--- config.mk ---
export PLATFORM = sky130hd
export DESIGN_NAME = sram_ws_ctrl
export DESIGN_NICKNAME = d
export VERILOG_FILES = /design/src/rtl/sram_pkg.sv /design/src/rtl/sram_array.sv /design/src/rtl/sram_ws_ctrl.sv
export SDC_FILE = /design/constraint.sdc
export NUM_CORES = 1
export LEC_CHECK = 0
export ABC_AREA = 0
export CAP_MARGIN = 20
export CORE_MARGIN = 3
export CORE_UTILIZATION = 50
export DETAILED_ROUTE_END_ITERATION = 6
export PLACE_DENSITY = 0.66
export SETUP_SLACK_MARGIN = 0.15
export SLEW_MARGIN = 10
export SYNTH_ARGS = -nofsm -noshare
export SYNTH_HDL_FRONTEND = slang
export SYNTH_SLANG_ARGS = --single-unit
--- constraint.sdc ---
create_clock -name clock -period 3.45 [get_ports clock]
set_clock_uncertainty 0.2 [all_clocks]
set_input_delay 0.69 -clock clock [delete_from_list [all_inputs] [get_ports clock]]
set_output_delay 0.69 -clock clock [all_outputs]
set_load 0.02 [all_outputs]
--- src/rtl/sram_pkg.sv ---
// Shared constants for the wait-state SRAM controller: state codes,
// wait-counter sizing and the lane-width helper.
package sram_pkg;

    localparam logic [1:0] ST_IDLE = 2'd0;
    localparam logic [1:0] ST_WAIT = 2'd1;
    localparam logic [1:0] ST_DONE = 2'd2;
    localparam logic [1:0] ST_HOLD = 2'd3;

    localparam int MAX_WAIT = 15;
    localparam int CNT_W    = 4;   // holds 0..MAX_WAIT

    function automatic int lane_width(input int m, input int l);
        return m / l;
    endfunction

endpackage

--- src/rtl/sram_array.sv ---
// 2^N x M storage with lane-masked synchronous write and asynchronous read.
module sram_array
    import sram_pkg::*;
#(
    parameter int N = 4,
    parameter int M = 16,
    parameter int L = 2
) (
    input  logic         clock,
    input  logic         we,
    input  logic [N-1:0] addr,
    input  logic [L-1:0] be_,
    input  logic [M-1:0] wdata,
    output logic [M-1:0] rdata
);

    localparam int LW = lane_width(M, L);

    logic [M-1:0] mem [2**N];

    // Write only the lanes whose active-low enable is asserted.
    always_ff @(posedge clock) begin
        if (we) begin
            for (int i = 0; i < L; i++) begin
                if (!be_[i])
                    mem[addr][i*LW +: LW] <= wdata[i*LW +: LW];
            end
        end
    end

    assign rdata = mem[addr];

endmodule

--- src/rtl/sram_ws_ctrl.sv ---
// Bus-side controller for a clocked SRAM bank: strobe decode, request
// capture, programmable wait states and a one-cycle ready handshake.
module sram_ws_ctrl
    import sram_pkg::*;
#(
    parameter int N = 4,
    parameter int M = 16,
    parameter int L = 2,
    parameter int W = 2
) (
    input  logic         clock,
    input  logic         reset,
    input  logic         s_,
    input  logic         mr_,
    input  logic         mw_,
    input  logic [N-1:0] addr,
    input  logic [M-1:0] data_in,
    input  logic [L-1:0] be_,
    output logic [M-1:0] data_out,
    output logic         data_oe,
    output logic         ready
);

    // Counter preload; W=0 never enters WAIT so the value is unused there.
    localparam logic [CNT_W-1:0] WLOAD = (W > 0) ? CNT_W'(W - 1) : '0;

    logic [1:0]       state;
    logic [CNT_W-1:0] wcnt;
    logic [N-1:0]     cap_addr;
    logic [M-1:0]     cap_data;
    logic [L-1:0]     cap_be;
    logic             cap_wr;

    logic             req;
    logic             commit;
    logic             acc_wr;
    logic [N-1:0]     acc_addr;
    logic [M-1:0]     acc_data;
    logic [L-1:0]     acc_be;
    logic [M-1:0]     rdata;

    // A request needs select plus exactly one of read/write.
    assign req = !s_ && (mr_ ^ mw_);

    // With W=0 the capture edge is also the commit edge, so the array must
    // see the live bus; otherwise it sees the captured request.
    always_comb begin
        acc_wr   = cap_wr;
        acc_addr = cap_addr;
        acc_data = cap_data;
        acc_be   = cap_be;
        if (state == ST_IDLE) begin
            acc_wr   = !mw_;
            acc_addr = addr;
            acc_data = data_in;
            acc_be   = be_;
        end
    end

    // Commit happens on the edge that enters DONE.
    assign commit = ((state == ST_IDLE) && req && (W == 0)) ||
                    ((state == ST_WAIT) && (wcnt == '0));

    // Access sequencing and wait counting.
    always_ff @(posedge clock or posedge reset) begin
        if (reset) begin
            state <= ST_IDLE;
            wcnt  <= '0;
        end else begin
            case (state)
                ST_IDLE: if (req) begin
                    wcnt  <= WLOAD;
                    state <= (W == 0) ? ST_DONE : ST_WAIT;
                end
                ST_WAIT: begin
                    if (wcnt == '0) state <= ST_DONE;
                    else            wcnt  <= wcnt - 1'b1;
                end
                ST_DONE: state <= ST_HOLD;
                ST_HOLD: if (s_) state <= ST_IDLE;
                default: state <= ST_IDLE;
            endcase
        end
    end

    // Latch the request so later bus activity cannot disturb the access.
    always_ff @(posedge clock or posedge reset) begin
        if (reset) begin
            cap_addr <= '0;
            cap_data <= '0;
            cap_be   <= '1;
            cap_wr   <= 1'b0;
        end else if ((state == ST_IDLE) && req) begin
            cap_addr <= addr;
            cap_data <= data_in;
            cap_be   <= be_;
            cap_wr   <= !mw_;
        end
    end

    // Read data is registered at commit and held until the next read.
    always_ff @(posedge clock or posedge reset) begin
        if (reset)                data_out <= '0;
        else if (commit && !acc_wr) data_out <= rdata;
    end

    assign ready   = (state == ST_DONE);
    assign data_oe = (state == ST_DONE) && !cap_wr;

    sram_array #(.N(N), .M(M), .L(L)) u_array (
        .clock (clock),
        .we    (commit && acc_wr),
        .addr  (acc_addr),
        .be_   (acc_be),
        .wdata (acc_data),
        .rdata (rdata)
    );

endmodule

==> results of run 1 <==
==> power breakdown <==
part	internal (mW)	total (mW)	leakage [nW]	switching (mW)
clock	1.96	3.31	0.503	1.35
combinational	2.02	5.30	1.98	3.28
sequential	4.87	5.04	2.84	0.176
total	8.85	13.7	5.33	4.80
==> through the flow <==
stage	setup WS (ns)	setup TNS (ns)	hold slack [ns]	utilization (%)	instance area, µm²
after floorplan	0.736	0	0.273	-	13400
after global placement	-0.0161	-0.0161	0.285	56.0	14700
after detailed placement	-0.0172	-0.0172	0.292	56.0	14700
after CTS	0.395	0	0.117	59.9	15700
after global routing	0.185	0	0.132	59.9	15700
final	0.345	0	0.130	59.9	15700
==> layout by cell type (no fill, tap or decap), types with 2 or more instances in the layout <==
cell / instances
a2111oi_1: 4
a21boi_0: 112
buf_4: 89
a21boi_1: 16
mux2_2: 38
o21ai_0: 10
inv_1: 7
o31a_1: 16
or2_2: 2
dfstp_2: 2
a211oi_2: 2
dfrtp_1: 43
buf_12: 8
a2111oi_0: 53
clkinv_2: 7
nand3b_1: 2
nand2_1: 79
clkdlybuf4s50_1: 44
nor2b_1: 8
a2111oi_2: 7
edfxtp_1: 256
nand2b_1: 83
mux2i_1: 2
clkbuf_16: 31
clkinv_1: 4
clkbuf_8: 5
nor2_1: 35
nand3b_2: 3
ha_1: 6
clkbuf_1: 4
nor3_1: 3
bufinv_16: 3
o22ai_1: 96
==> critical path: stages (launching register included) <==
cell       delay (ns)
dfrtp_1          0.40
inv_1            0.16
ha_4             0.26
or3b_1           0.17
nand2_2          0.27
buf_12           0.28
a2111oi_0        0.71
o22ai_1          0.19
o31a_1           0.32
==> routing by layer <==
layer | up-vias | wire length [µm] | GRT usage [%] | part of all wire (%)
li1 | 3980 | - | - | -
met1 | 4326 | 15000 | 35.4 | 45
met2 | 395 | 15100 | 35.1 | 45
met3 | 47 | 2960 | 3.76 | 8.8
met4 | 0 | 496 | 5.75 | 1.5
met5 | - | 0 | 0 | 0
==> cell families (layout without fill, tap and decap cells) <==
kind of cell	after synthesis	in the layout	share of synthesized area, %
adder cells (fa/ha/maj)	7	7	0.652
AO/OA/AOI/OAI	321	321	18.1
flip-flops	301	301	65.6
AND/OR/NAND/NOR	224	224	8.60
buffers and inverters	86	205	3.61
multiplexers	40	40	3.34
XOR/XNOR	1	1	0.0652
==> layout make-up <==
cell class | count | share of cell area, %
well taps | 335 | 2.67
flip-flops and latches | 301 | 56.1
multi-input cells | 593 | 26.5
repair buffers | 141 | 8.08
clock buffers | 40 | 5.47
inverters | 8 | 0.191
clock inverters | 16 | 0.996
==> how the worst max path moves through the flow <==
stage	start	to	slack, ns	depth (start not counted)
floorplan	state[0]$_DFFE_PP0P_	u_array.mem[13][0]$_DFFE_PP_	0.74	10
global placement	addr[1]	data_out[10]$_DFFE_PP0P_	-0.02	7
detailed placement	addr[1]	data_out[10]$_DFFE_PP0P_	-0.02	7
CTS	state[0]$_DFFE_PP0P_	data_out[10]$_DFFE_PP0P_	0.39	9
global route	state[0]$_DFFE_PP0P_	data_out[10]$_DFFE_PP0P_	0.18	9
finish	state[0]$_DFFE_PP0P_	data_out[10]$_DFFE_PP0P_	0.34	8
==> synthesized netlist by cell type (8+ instances only) <==
library cell and count:
inv_1 8, nand2_1 79, o22ai_1 96, nor2_1 35
dfrtp_1 43, a21boi_0 112, mux2_2 38, o31a_1 16
clkbuf_1 26, edfxtp_1 256, o21ai_0 10, buf_6 11
nand2b_1 83, a2111oi_0 53, buf_2 29, buf_4 11
nor2b_1 8, a21boi_1 16
==> flip-flops by register name, summed over array words and instances (netlist names) <==
register / count
cap_addr: 4
wcnt: 4
u_array.mem: 256
data_out: 16
cap_be: 2
cap_wr: 1
state: 2
cap_data: 16
==> results.json, run 1 <==
{
  "multiInputGateArea_mm2": 0.00415,
  "r2r_cells": 8,
  "place_inst": 1378,
  "synthTopCellsByArea": "edfxtp_1 57%, dfrtp_1 8.0%, a21boi_0 6.3%, o22ai_1 4.5%, nand2b_1 3.9%",
  "clk_latency_ns": 0.55,
  "setup_violations": 0,
  "syn2layout_area_growth_pct": 16.9,
  "yosysTopAreaCell": "edfxtp_1",
  "post_cts_buffers": 0,
  "end_kind": "flip-flop",
  "syn_nets": 1014,
  "initial_core_util_pct": 51.2,
  "yosysTopAreaCellShare_pct": 57.2,
  "wl_per_cell_um": 23.4,
  "ys.warnings.count": 0,
  "drt-initial-drc-count": 903,
  "crit_required_ns": 3.68,
  "drv_slew": 0,
  "critical_path_class": "reg -> reg",
  "synth-main-ff-cell": "edfxtp_1",
  "grt_pass1_vias": 8636,
  "syn-mean-instance-area_um2": 13.7,
  "antennaDiodeCount": 0,
  "drive_gt1_share_pct": 19.1,
  "fin_cells": 1434,
  "die_w_um": 170,
  "ctsRootBufferMaster": "clkbuf_16",
  "cts_max_level": 1,
  "io_pins": 45,
  "coreArea_mm2": 0.0262,
  "slew_headroom_pct": 36.2,
  "regToRegSetupSlack_ns": 0.34,
  "overflow": 0,
  "ctsHoldBuffers": 0,
  "firstDrtPassIters": 6,
  "r2r_end": "data_out[10]$_DFFE_PP0P_",
  "cts_buffers": 30,
  "port_buffers": 44,
  "regArea_mm2": 0.00882,
  "rsz0062_at_grt": "no",
  "cts_resized": 0,
  "maxCapViolations": 0,
  "num_vias": 8748,
  "seq_area_frac_synth_pct": 65.6,
  "vias_per_cell": 6.10,
  "r2r_start": "state[0]$_DFFE_PP0P_",
  "grt_use_total_pct": 23.2,
  "p_per_area_mw_per_mm2": 869,
  "antenna_found_initial": 0,
  "worst-endpoint-arrival_ns": 3.34,
  "cts.sinks": 301,
  "synth_edf_count": 256,
  "fin_crit_ns": 3.11,
  "crit_fanout": 25,
  "nets": 1109,
  "die_area_mm2": 0.0289,
  "grt_pass1_wl_um": 51200,
  "max_freq_ghz": 0.322,
  "dp_hpwl_um": 21400,
  "postRouteAntennaNets": 0,
  "die_y_um": 170,
  "num_rows": 59,
  "drt-total-wl_um": 33600,
  "synthDistinctLibCells": 44,
  "post-route-period-util_pct": 90.0,
  "n_fill_cell": 2003,
  "synthArstFlopShare_pct": 15.0,
  "hold_viol_final": 0,
  "ir_drop_mv": 0.535,
  "tightest_slew_ns": 0.957,
  "cp-start-kind": "flip-flop",
  "grt_max_degree": 55,
  "synth_cells": 980,
  "cts_tree": "yes",
  "path_clk_slew_ns": 0.06,
  "ys_ff_latch": 301,
  "leakage_nw": 5.33,
  "gp_congestion": 0.810,
  "clk_path_buf_depth": 3,
  "status": "completed",
  "drc": 0,
  "report.power.total_mw": 13.7,
  "min_path_type": "in -> async",
  "synth.cell_area_mm2": 0.0134
}
Power figures use the tool's default switching activity.
==> inputs of run 2 (changes only) <==
- CORE_MARGIN: 3 -> 4
- GPL_ROUTABILITY_DRIVEN: default -> 0
==> run 2 against run 1 <==
Compared with the run above: cell area shrank 0.60%; clock power fell by 2%; register-to-register slack gained 0.04 ns; sequential power hardly changed; global-route usage fell by 0.99 points; critical path type unchanged; first-iteration DRC count shrank 28%; fmax up 1.3%; via count fell by 2.1%; wire length is 2.9% lower; combinational power is 0.8% lower; utilization decreased by 0.36 points; sequential cell count unchanged.
==> results.json, run 2 (synthesis results as in run 1) <==
{
  "status": "completed",
  "drc": 0,
  "ir_drop_mv": 0.531,
  "cp-start-kind": "flip-flop",
  "r2r_start": "state[0]$_DFFE_PP0P_",
  "hold_viol_final": 0,
  "slew_headroom_pct": 41.8,
  "post_dp_cell_area_mm2": 0.0146,
  "grt_use_total_pct": 22.2,
  "io_pins": 45,
  "grt_pass1_vias": 8462,
  "port_buffers": 44,
  "path_clk_slew_ns": 0.06,
  "num_rows": 59,
  "regToRegSetupSlack_ns": 0.38,
  "dp_hpwl_um": 20400,
  "crit_fanout": 17,
  "largest_reg_flops": 256,
  "final_area_mm2": 0.0156,
  "fin_crit_ns": 3.07,
  "ctsRootBufferMaster": "clkbuf_16",
  "r2r_end": "data_out[11]$_DFFE_PP0P_",
  "grt_pass1_wl_um": 50300,
  "wl_met1_um": 14700,
  "clk_path_buf_depth": 3,
  "coreArea_mm2": 0.0262,
  "p_per_area_mw_per_mm2": 870,
  "antennaDiodeCount": 0,
  "place_ws_ns": 0.135,
  "post_cts_buffers": 0,
  "hold_ws_ns": 0.301,
  "wl_met2_um": 14800,
  "firstDrtPassIters": 5,
  "n_fill_cell": 2015,
  "nets": 1097,
  "clk_latency_ns": 0.55,
  "die_y_um": 172,
  "tns_ns": 0,
  "final_cell_mix": "256 x edfxtp_1, 112 x a21boi_0, 96 x o22ai_1",
  "die_area_mm2": 0.0295,
  "postRouteAntennaNets": 0,
  "die_w_um": 172,
  "top_regs": "u_array.mem (256), cap_data (16), data_out (16)",
  "crit_end": "data_out[11]$_DFFE_PP0P_",
  "setup_slack_ns": 0.384,
  "cts_max_level": 1,
  "drt-initial-drc-count": 654,
  "maxCapViolations": 0,
  "cts.sinks": 301,
  "drt-total-wl_um": 32600,
  "max_freq_ghz": 0.326,
  "grt_max_degree": 61,
  "setup_violations": 0,
  "leakage_nw": 5.26,
  "place_inst": 1365,
  "drv_slew": 0,
  "drive_gt1_share_pct": 17.9,
  "cts_tree": "yes",
  "min_path_type": "reg -> reg",
  "cts_buffers": 31,
  "mostFrequentLayoutCell": "edfxtp_1",
  "end_kind": "flip-flop",
  "multiInputGateArea_mm2": 0.00415,
  "vias_per_cell": 6.02,
  "highest_layer": "met4",
  "critical_path_class": "reg -> reg",
  "r2r_cells": 8,
  "antenna_found_initial": 0,
  "ctsHoldBuffers": 0,
  "regMostFlops": "u_array.mem",
  "overflow": 0,
  "rsz0062_at_grt": "no",
  "report.power.total_mw": 13.6,
  "crit_start": "state[0]$_DFFE_PP0P_",
  "post-route-period-util_pct": 88.9,
  "syn2layout_area_growth_pct": 16.2,
  "crit_required_ns": 3.68,
  "tightest_slew_ns": 0.851,
  "final_core_util_pct": 59.6,
  "regArea_mm2": 0.00882,
  "met3WireLength_um": 2560,
  "initial_core_util_pct": 51.2,
  "wl_per_cell_um": 22.9,
  "worst-endpoint-arrival_ns": 3.30,
  "fin_cells": 1422,
  "num_vias": 8567,
  "cts_resized": 0
}
[run 2: worst min path at each step]
stage / start / to / cells after the start
final: cap_data[2]$_DFFE_PP0P_ / cap_data[2]$_DFFE_PP0P_ / 1
after global routing: cap_data[10]$_DFFE_PP0P_ / cap_data[10]$_DFFE_PP0P_ / 1
after CTS: cap_data[1]$_DFFE_PP0P_ / cap_data[1]$_DFFE_PP0P_ / 1
after detailed placement: cap_data[1]$_DFFE_PP0P_ / cap_data[1]$_DFFE_PP0P_ / 1
after global placement: cap_data[0]$_DFFE_PP0P_ / cap_data[0]$_DFFE_PP0P_ / 1
after floorplan: wcnt[1]$_DFFE_PP0P_ / wcnt[1]$_DFFE_PP0P_ / 2
[run 2: per-layer routing]
layer  up-vias  track usage, %
met5         -               0
met4         0            5.26
met3        46            3.96
met2       328            33.7
met1      4235            33.7
li1       3958               -
[run 2: area by class of cell]
class	instances	share of cell area, %
timing repair buffer	128	7.69
sequential	301	56.5
clock inverter	16	0.818
clock buffer	41	5.53
tap	335	2.69
inverter	8	0.192
multi-input combinational	593	26.6
[run 2: report_power, final]
part	leakage (nW)	internal [mW]	total, mW	switching, mW
registers	2.84	4.87	5.07	0.206
clock network	0.485	1.89	3.24	1.35
logic	1.94	2.06	5.26	3.20
total	5.26	8.82	13.6	4.76
[run 2: critical path, stage by stage, from the launching register on]
cell       delay (ns)
dfrtp_1          0.40
inv_1            0.19
ha_4             0.28
or3b_4           0.34
buf_4            0.24
a21boi_0         0.09
a2111oi_0        0.67
o22ai_1          0.19
o31a_1           0.31
